==> config.mk <==
export PLATFORM = sky130hd
export DESIGN_NAME = bster_cmd_mux
export DESIGN_NICKNAME = d
export VERILOG_FILES = /design/src/rtl/bster_cmd_mux.sv
export SDC_FILE = /design/constraint.sdc
export NUM_CORES = 1
export LEC_CHECK = 0
export ABC_AREA = 1
export CAP_MARGIN = 25
export CORE_AREA = 2 2 521 523
export DETAILED_ROUTE_END_ITERATION = 10
export DIE_AREA = 0 0 523 525
export GPL_TIMING_DRIVEN = 0
export SLEW_MARGIN = 10
export SYNTH_ARGS = -nofsm -noshare
export SYNTH_HDL_FRONTEND = slang
export SYNTH_SLANG_ARGS = --single-unit
export TNS_END_PERCENT = 10
==> constraint.sdc <==
create_clock -name aclk -period 7.1 [get_ports aclk]
set_input_delay 1.065 -clock aclk [delete_from_list [all_inputs] [get_ports aclk]]
set_output_delay 1.065 -clock aclk [all_outputs]
set_load 0.01 [all_outputs]
==> src/rtl/bster_cmd_mux.sv <==
// bster_cmd_mux: arbitrates NB_CH AXI4-stream command channels onto the bster core and routes in-order cpl/sts beats back to the issuing channel.
// Build option: define BSTER_CMD_MUX_PRIO_EN for fixed priority (channel 0 highest) instead of round-robin.

module BsterTagFifo #(
  parameter int DEPTH = 8,
  parameter int W     = 2
) (
  input  logic         aclk,
  input  logic         areset,
  input  logic         i_push,
  input  logic [W-1:0] i_pushData,
  input  logic         i_pop,
  output logic [W-1:0] o_head,
  output logic         o_empty,
  output logic         o_full
);
  localparam int PTR_W = $clog2(DEPTH);
  localparam int CNT_W = PTR_W + 1;

  logic [W-1:0]     r_mem [DEPTH];
  logic [PTR_W-1:0] r_wrPtr;
  logic [PTR_W-1:0] r_rdPtr;
  logic [CNT_W-1:0] r_count;
  logic             r_full;
  logic [CNT_W-1:0] w_countNext;
  logic             w_push;
  logic             w_pop;

  // A full FIFO refuses a push even when a pop frees a slot in the same cycle.
  assign w_push      = i_push && !r_full;
  assign w_pop       = i_pop && (r_count != '0);
  assign w_countNext = r_count + CNT_W'(w_push) - CNT_W'(w_pop);

  always_ff @(posedge aclk or posedge areset) begin
    if (areset) begin
      r_wrPtr <= '0;
      r_rdPtr <= '0;
      r_count <= '0;
      r_full  <= 1'b0;
    end else begin
      if (w_push) r_wrPtr <= r_wrPtr + 1'b1;
      if (w_pop)  r_rdPtr <= r_rdPtr + 1'b1;
      r_count <= w_countNext;
      r_full  <= (w_countNext == CNT_W'(DEPTH));
    end
  end

  always_ff @(posedge aclk) begin
    if (w_push) r_mem[r_wrPtr] <= i_pushData;
  end

  assign o_head  = r_mem[r_rdPtr];
  assign o_empty = (r_count == '0);
  assign o_full  = r_full;
endmodule

module bster_cmd_mux #(
  parameter int NB_CH     = 4,
  parameter int CMD_WIDTH = 128,
  parameter int STS_WIDTH = 8,
  parameter int TAG_DEPTH = 8,
  localparam int CH_W     = $clog2(NB_CH),
  localparam int CNT_W    = $clog2(TAG_DEPTH) + 1
) (
  input  logic                       aclk,
  input  logic                       areset,
  input  logic [NB_CH-1:0]           s_cmd_tvalid,
  output logic [NB_CH-1:0]           s_cmd_tready,
  input  logic [NB_CH*CMD_WIDTH-1:0] s_cmd_tdata,
  output logic                       m_cmd_tvalid,
  input  logic                       m_cmd_tready,
  output logic [CMD_WIDTH-1:0]       m_cmd_tdata,
  input  logic                       s_cpl_tvalid,
  output logic                       s_cpl_tready,
  input  logic [CMD_WIDTH-1:0]       s_cpl_tdata,
  input  logic                       s_sts_tvalid,
  output logic                       s_sts_tready,
  input  logic [STS_WIDTH-1:0]       s_sts_tdata,
  output logic [NB_CH-1:0]           m_cpl_tvalid,
  input  logic [NB_CH-1:0]           m_cpl_tready,
  output logic [NB_CH*CMD_WIDTH-1:0] m_cpl_tdata,
  output logic [NB_CH-1:0]           m_sts_tvalid,
  input  logic [NB_CH-1:0]           m_sts_tready,
  output logic [NB_CH*STS_WIDTH-1:0] m_sts_tdata,
  output logic [CNT_W-1:0]           outstanding,
  output logic                       err_unexp
);
  logic [CMD_WIDTH-1:0] w_chData [NB_CH];
  logic                 r_cmdValid;
  logic [CMD_WIDTH-1:0] r_cmdData;
  logic [CNT_W-1:0]     r_outstanding;
  logic                 r_errUnexp;
  logic                 w_arbEn;
  logic                 w_found;
  logic [CH_W-1:0]      w_grant;
  logic                 w_accept;
  logic [CH_W-1:0]      w_cplHead;
  logic [CH_W-1:0]      w_stsHead;
  logic                 w_cplEmpty;
  logic                 w_stsEmpty;
  logic                 w_cplFull;
  logic                 w_stsFull;
  logic                 w_cplPop;
  logic                 w_stsPop;

  // Arbitration only when the output register can take a beat and both tag FIFOs have room.
  assign w_arbEn  = (!r_cmdValid || m_cmd_tready) && !w_cplFull && !w_stsFull;
  assign w_accept = w_arbEn && w_found;
  assign s_cmd_tready = w_accept ? (NB_CH'(1) << w_grant) : '0;

`ifdef BSTER_CMD_MUX_PRIO_EN
  always_comb begin
    w_found = 1'b0;
    w_grant = '0;
    for (int i = NB_CH - 1; i >= 0; i--) begin
      if (s_cmd_tvalid[i]) begin
        w_found = 1'b1;
        w_grant = CH_W'(i);
      end
    end
  end
`else
  logic [CH_W-1:0] r_rr;
  int              w_idx;
  logic [CH_W-1:0] w_sel;

  // Walk offsets from farthest to nearest so the channel just after r_rr wins last.
  always_comb begin
    w_found = 1'b0;
    w_grant = '0;
    w_idx   = 0;
    w_sel   = '0;
    for (int i = NB_CH; i >= 1; i--) begin
      w_idx = int'(r_rr) + i;
      if (w_idx >= NB_CH) w_idx = w_idx - NB_CH;
      w_sel = CH_W'(w_idx);
      if (s_cmd_tvalid[w_sel]) begin
        w_found = 1'b1;
        w_grant = w_sel;
      end
    end
  end

  always_ff @(posedge aclk or posedge areset) begin
    if (areset)        r_rr <= '0;
    else if (w_accept) r_rr <= w_grant;
  end
`endif

  always_ff @(posedge aclk or posedge areset) begin
    if (areset) begin
      r_cmdValid <= 1'b0;
      r_cmdData  <= '0;
    end else if (w_accept) begin
      r_cmdValid <= 1'b1;
      r_cmdData  <= w_chData[w_grant];
    end else if (m_cmd_tready) begin
      r_cmdValid <= 1'b0;
    end
  end

  assign m_cmd_tvalid = r_cmdValid;
  assign m_cmd_tdata  = r_cmdData;

  BsterTagFifo #(.DEPTH(TAG_DEPTH), .W(CH_W)) u_cplFifo (
    .aclk       (aclk),
    .areset     (areset),
    .i_push     (w_accept),
    .i_pushData (w_grant),
    .i_pop      (w_cplPop),
    .o_head     (w_cplHead),
    .o_empty    (w_cplEmpty),
    .o_full     (w_cplFull)
  );

  BsterTagFifo #(.DEPTH(TAG_DEPTH), .W(CH_W)) u_stsFifo (
    .aclk       (aclk),
    .areset     (areset),
    .i_push     (w_accept),
    .i_pushData (w_grant),
    .i_pop      (w_stsPop),
    .o_head     (w_stsHead),
    .o_empty    (w_stsEmpty),
    .o_full     (w_stsFull)
  );

  // With no tag outstanding the beat is swallowed so the core never stalls on it.
  assign s_cpl_tready = w_cplEmpty ? 1'b1 : m_cpl_tready[w_cplHead];
  assign s_sts_tready = w_stsEmpty ? 1'b1 : m_sts_tready[w_stsHead];
  assign w_cplPop     = s_cpl_tvalid && !w_cplEmpty && m_cpl_tready[w_cplHead];
  assign w_stsPop     = s_sts_tvalid && !w_stsEmpty && m_sts_tready[w_stsHead];

  for (genvar gc = 0; gc < NB_CH; gc++) begin : g_ch
    logic w_cplSel;
    logic w_stsSel;
    assign w_chData[gc] = s_cmd_tdata[gc*CMD_WIDTH +: CMD_WIDTH];
    assign w_cplSel     = !w_cplEmpty && (w_cplHead == CH_W'(gc));
    assign w_stsSel     = !w_stsEmpty && (w_stsHead == CH_W'(gc));
    assign m_cpl_tvalid[gc] = w_cplSel && s_cpl_tvalid;
    assign m_sts_tvalid[gc] = w_stsSel && s_sts_tvalid;
    assign m_cpl_tdata[gc*CMD_WIDTH +: CMD_WIDTH] = w_cplSel ? s_cpl_tdata : '0;
    assign m_sts_tdata[gc*STS_WIDTH +: STS_WIDTH] = w_stsSel ? s_sts_tdata : '0;
  end

  always_ff @(posedge aclk or posedge areset) begin
    if (areset) begin
      r_outstanding <= '0;
      r_errUnexp    <= 1'b0;
    end else begin
      if (w_accept && !w_stsPop)      r_outstanding <= r_outstanding + 1'b1;
      else if (!w_accept && w_stsPop) r_outstanding <= r_outstanding - 1'b1;
      if ((w_cplEmpty && s_cpl_tvalid) || (w_stsEmpty && s_sts_tvalid)) r_errUnexp <= 1'b1;
    end
  end

  assign outstanding = r_outstanding;
  assign err_unexp   = r_errUnexp;
endmodule

Word level (Yosys, flattened, before mapping)

Memories as Yosys holds them, arrays and structs flattened.
Cells that the tools add are included.
Widths: inputs -> output; s select.

Output and inout bits: 692
Memory bits (writable): 32
Bits in registers: 158
Bits of input ports: 665
Memories: 2

Multiplexer cells: 46
Add/sub/neg operators: 18
Reduce and logical (&&, ||, !) cells: 48
Equality and inequality tests: 8
Bitwise gates (word level): 1
Shift operators: 1
Order comparisons: 11

Memory list:

| memory          | words | bits a word | read ports | clocked after Yosys merged registers in | write ports | line | source |
|---|---|---|---|---|---|---|---|
| u_cplFifo.r_mem | 8     | 2           | 1          | 0                                       | 1           | 20   | `logic [W-1:0] r_mem [DEPTH];` |
| u_stsFifo.r_mem | 8     | 2           | 1          | 0                                       | 1           | 20   |  |

Operators with widths:

| operator            | count |
|---|---|
| $mux 128            | 6 |
| $bmux 128 s2        | 1 |
| $mux 8              | 4 |
| $logic_and 1x1->1   | 31 |
| $lt 2x3->1 const B  | 6 |
| $mux 1              | 18 |
| $mux 2              | 8 |
| $add 3x1->3 const B | 4 |
| $bmux 1 s2          | 6 |
| $ge 3x3->1 const B  | 4 |
| $mux 4              | 3 |
| $add 4x1->4         | 2 |
| $eq 2x2->1 const B  | 4 |
| $eq 4x4->1 const B  | 2 |
| $logic_not 4->1     | 2 |
| $reduce_bool 4->1   | 2 |
| $sub 2x1->2 const B | 4 |
| $sub 4x1->4         | 2 |
| $logic_not 1->1     | 7 |
| $add 2x2->3 const B | 2 |
| $add 2x3->4 const B | 1 |
| $add 4x1->4 const B | 1 |
| $eq 2x1->1 const B  | 2 |
| $ge 4x3->1 const B  | 1 |
| other kinds (7)     | 10 |

Logic depth before layout (Yosys ltp)

Word-level depth: 14
Gate-level depth with buffers: 19
Depth with buffers taken out: 18

By module

From an unflattened synthesis, not the netlist that was laid out.

Cells, all modules: 2978
Area total of the unflattened synthesis: 16359.4 um^2

By module, submodules not included:

| module        | times used | area each (um^2) | cells an instance | seq. area each (um^2) |
|---|---|---|---|---|
| bster_cmd_mux | 1          | 13674.4          | 2682              | 3403.3 |
| BsterTagFifo  | 2          | 1342.5           | 148               | 755.7 |

Worst setup path before layout

OpenSTA, ideal clock, no wires.

Path kind: in2out
Start point: in s_cmd_tvalid[3]
End point: out s_cmd_tready[2]
Setup slack: 3628 ps
Data required time: 6035 ps
Buffers on the path: 1
Arrival: 2407 ps
Stages on the path: 9
Cells stage by stage: inv_1 > o21ai_1 > nand2_1 > nand2_1 > nand4_1 > nand2_2 > clkbuf_1 > nand2_1 > nor2_1

Longest elaborated chain between the ends: 8
Elaborated cells on any way between the ends: 19
Those cells by class: shift (1); mux (17); reduce/logical (1)

RTL lines:

| element                      | line | source |
|---|---|---|
| from (decl)                  | 67   | `input logic [NB_CH-1:0] s_cmd_tvalid,` |
| $bmux 1 s2                   | 137  | `if (s_cmd_tvalid[w_sel]) begin` |
| $mux 1 (not written as such) | 137  |  |
| $mux 2 (3 in a row)          | 137  |  |
| $mux 2 *                     | 137  |  |
| net u_cplFifo.i_pushData[1]  | 11   | `input logic [W-1:0] i_pushData,` |
| $shl 1x2->4 *                | 109  | `assign s_cmd_tready = w_accept ? (NB_CH'(1) << w_grant) : '0;` |
| $mux 4 *                     | 109  |  |
| to (decl)                    | 68   | `output logic [NB_CH-1:0] s_cmd_tready,` |

Mark *: on every way through the listed nets, which the timed path passes. The rest lies on a longest branch. The select of a mux whose other input is x is not followed.

Final worst setup path

Start point: in s_cmd_tvalid[1]
End point: out s_cmd_tready[3]

Longest elaborated chain between the ends: 8
Elaborated cells on any way between the ends: 19
Those cells by class: shift (1); mux (17); reduce/logical (1)

RTL lines:

| element                                                 | line |
|---|---|
| $bmux 1 s2                                              | 137 |
| $mux 1 (not written as such)                            | 137 |
| $mux 2 / $mux 1 (equally long branches) (4 in a row)    | 137 |
| $shl 1x2->4 / $logic_and 1x1->1 (equally long branches) | 109, 108 |
| $mux 4 *                                                | 109 |

Mark *: on every way between the ends. The rest lies on a longest branch, timed or not. The select of a mux whose other input is x is not followed.

==> results.json <==
{
  "cts-resized-gates": 0,
  "fin_cells": 7958,
  "holdBufCountCts": 0,
  "synth-simple-area-share": 0.547,
  "syn_area_mm2": 0.0162,
  "drive_gt1_frac": 0.0480,
  "p_clk_frac": 0.060,
  "finalWeightedCongestion": 0.953,
  "grt_antenna_before_repair": 149,
  "cpMaxStageDelayCell": "buf_1",
  "rr_worst_depth": 16,
  "path_clk_slew_ps": 60,
  "fin_crit_ps": 5760,
  "die_w_um": 523,
  "io_pins": 1357,
  "critPathLaunchType": "input port",
  "yosysSeqAreaShare": 0.303,
  "rsz0062_at_grt": "no",
  "hold_path_class": "reg -> reg",
  "drtPass1Iterations": 6,
  "fin_nets": 4990,
  "fin_hold_ws_ps": 480,
  "hold_viol": 0,
  "post_cts_buffers": 0,
  "route.detailed.drc": 0,
  "synthAdderAreaFrac": 0.0168,
  "r2r_slack_ps": 2960,
  "crit_arrival_ps": 4690,
  "grt_pass1_wl_um": 264000,
  "root_buffer": "clkbuf_16",
  "pwr-share-comb": 0.843,
  "synth_compound_area_frac": 0.0137,
  "grt_util_met3": 0.0579,
  "placed_cells": 7848,
  "grt_max_degree": 60,
  "outcome": "complete, no violations",
  "cts_sinks": 190,
  "synth_top_family_by_area": "simple AND/OR/NAND/NOR gates",
  "htree_levels": 4,
  "ys.flop_type": "dfrtp_1",
  "ctsLongestPathBuffers": 3,
  "synth_warnings": 0,
  "grt_pass1_vias": 23900,
  "max_freq_ghz": 0.174,
  "synth_edf_count": 32,
  "cap_viol_max_count": 0,
  "final_max_slew_viol_count": 0,
  "fin_area_mm2": 0.0354,
  "grt_usage": 0.150,
  "grt_util_met2": 0.285,
  "die_h_um": 525,
  "synthMuxAreaShare": 0.000694,
  "ys_ff_latch": 190,
  "crit_fanout": 10,
  "wirelength_um": 215000,
  "leakage_nw": 15.6,
  "die-area_mm2": 0.275,
  "cts_tree": "done",
  "slowest_delay_ps": 870,
  "placed_area_mm2": 0.0345,
  "p_per_area_mw_per_mm2": 579,
  "num_vias": 25100,
  "path_common_cell": "nand2_1",
  "slew_headroom": 0.266,
  "core_mm2": 0.269,
  "yosys.cell_types.count": 36,
  "routedWlPerCell_um": 27.1,
  "criticalPathCategory": "in -> out",
  "crit_required_ps": 6030,
  "endpoint_kind": "output port",
  "synthArstFlopShare": 0.832,
  "fin_crit_sh": 0.811,
  "worstPathCellList": "clkdlybuf4s50_1 -> nand2_1 -> nand2_1 -> nand2_1 -> nand4_1 -> nand2_2 -> inv_1 -> buf_2 -> buf_1 -> nor2_1 -> clkdlybuf4s50_1",
  "busiest_layer": "met2",
  "p_sw_mw": 11.9,
  "dr.first_iter.drc_count": 1615,
  "gr-total-overflow": 0,
  "worst_ir_drop_vdd_v": 0.000306,
  "post-route-util": 0.131,
  "start_util": 0.0602,
  "power_frac_seq": 0.097,
  "syn-num-nets": 3597,
  "portBuffers": 1356,
  "nFillCells": 31500,
  "via_per_inst": 3.16,
  "setup_viol": 0,
  "synthXorXnorAreaFrac": 0.00594,
  "syn_area_per_cell_um2": 5.57,
  "worst_slew_pin_slew_ps": 1100,
  "dp_hpwl_um": 189000,
  "skew_ps": 36.4,
  "synthCells": 2912,
  "insertion_delay_ps": 560,
  "internal_power_mw": 8.55,
  "switching_share": 0.582,
  "area_growth_pct": 118,
  "std_cell_rows": 191,
  "met1_usage": 0.131,
  "ant_nets": 0,
  "min_path_cells": 2,
  "cts_buffers": 25
}
==> layout by cell type, fill, tap and decap left out, types with 4 or more instances in the layout <==
cell             Yosys  final
ha_1                17     17
buf_1               20     18
clkdlybuf4s50_1      0   1356
buf_6               13     14
nand4_1              7      7
xnor2_1              7      7
nand3_1            273    273
a21oi_1             11     11
nor2_1             589    589
clkbuf_1            31     30
edfxtp_1            32     32
buf_2              106    108
buf_16               0      4
nand2_1           1375   1375
xor2_1               4      4
inv_1              188    187
o21ai_0             16     16
dfrtp_1            158    158
clkbuf_16            0     25
clkbuf_2             0      4
o211ai_1             4      4
diode_2              0     77
a22o_1               4      4
buf_4               31     31
==> layer usage <==
| metal | up-vias | wire length [µm] | part of all wire |
|---|---|---|---|
| met5 | - | 563 | 0.0026 |
| met4 | 86 | 14300 | 0.067 |
| met3 | 398 | 21400 | 0.099 |
| met2 | 1483 | 113000 | 0.53 |
| met1 | 11500 | 65800 | 0.31 |
| li1 | 11700 | - | - |
==> critical path, delay by kind of cell <==
kind                   cells  cell delay, ps
and+or+nand+nor            6             810
buffers and inverters      5            2770
==> state kept, by name (all words and copies together) (netlist names) <==
register and cells:
err_unexp 1, m_cmd_tdata 128, m_cmd_tvalid 1, outstanding 4
r_rr 2, u_cplFifo.o_full 1, u_cplFifo.r_count 4, u_cplFifo.r_mem 16
u_cplFifo.r_rdPtr 3, u_cplFifo.r_wrPtr 3, u_stsFifo.o_full 1, u_stsFifo.r_count 4
u_stsFifo.r_mem 16, u_stsFifo.r_rdPtr 3, u_stsFifo.r_wrPtr 3
==> synthesized netlist by cell type (all sizes together), types with 7 or more instances <==
| cell type | number | area, µm² |
|---|---|---|
| edfxtp | 32 | 961 |
| o21ai | 17 | 85.1 |
| clkbuf | 31 | 116 |
| dfrtp | 158 | 3950 |
| ha | 17 | 213 |
| nand2 | 1378 | 5180 |
| buf | 170 | 985 |
| xnor2 | 7 | 61.3 |
| inv | 190 | 716 |
| nor2 | 590 | 2220 |
| a21oi | 11 | 55.1 |
| nand3 | 274 | 1380 |
| nand4 | 7 | 43.8 |
==> per-stage QoR <==
stage	setup WS, ps	TNS, ps	total power [mW]
floorplan	1770	0	9.73
global placement	-2320	-350330	19.3
detailed placement	1110	0	19.4
CTS	1090	0	20.8
global route	1030	0	21.9
finish	1340	0	20.5
==> power groups by stage <==
stage          Sequential (mW)  Clock [mW]  Combinational [mW]
2_1_floorplan             2.12           0                7.61
3_3_place_gp              2.00           0                17.3
3_5_place_dp              2.00           0                17.4
4_1_cts                   1.99        1.30                17.5
5_1_grt                   2.05        1.32                18.6
6_report                  2.00        1.23                17.2
==> worst paths after layout <==
check                                 from          endpoint
max                        s_cmd_tvalid[1]   s_cmd_tready[3]
min                        m_cmd_tdata[41]   m_cmd_tdata[41]
max reg2reg                        r_rr[0]  u_stsFifo.o_full
min reg2reg                m_cmd_tdata[41]   m_cmd_tdata[41]
max in group asynchronous           areset  u_stsFifo.o_full
min in group asynchronous           areset    m_cmd_tdata[5]
==> cell families (layout without fill, tap and decap cells) <==
kind of cell    after synthesis  after routing
mux                           1              1
xor+xnor                     11             11
fa+ha+maj                    20             20
buf+inv                     394           1793
other cells                   0             77
compound gates               38             38
simple gates               2258           2258
flops                       190            190
==> final cells by class <==
cell class / instances / area [µm²] / share of cell area
diodes: 77 / 193 / 0.00545
plain buffers: 201 / 1110 / 0.0314
clock buffers: 29 / 651 / 0.0184
clock inverters: 4 / 31.3 / 0.000885
inverters: 193 / 734 / 0.0208
multi-input cells: 2328 / 9480 / 0.268
flip-flops and latches: 190 / 4910 / 0.139
well taps: 3570 / 4470 / 0.126
repair buffers: 1366 / 13800 / 0.390
No activity file was read; power rests on OpenSTA's default activity.
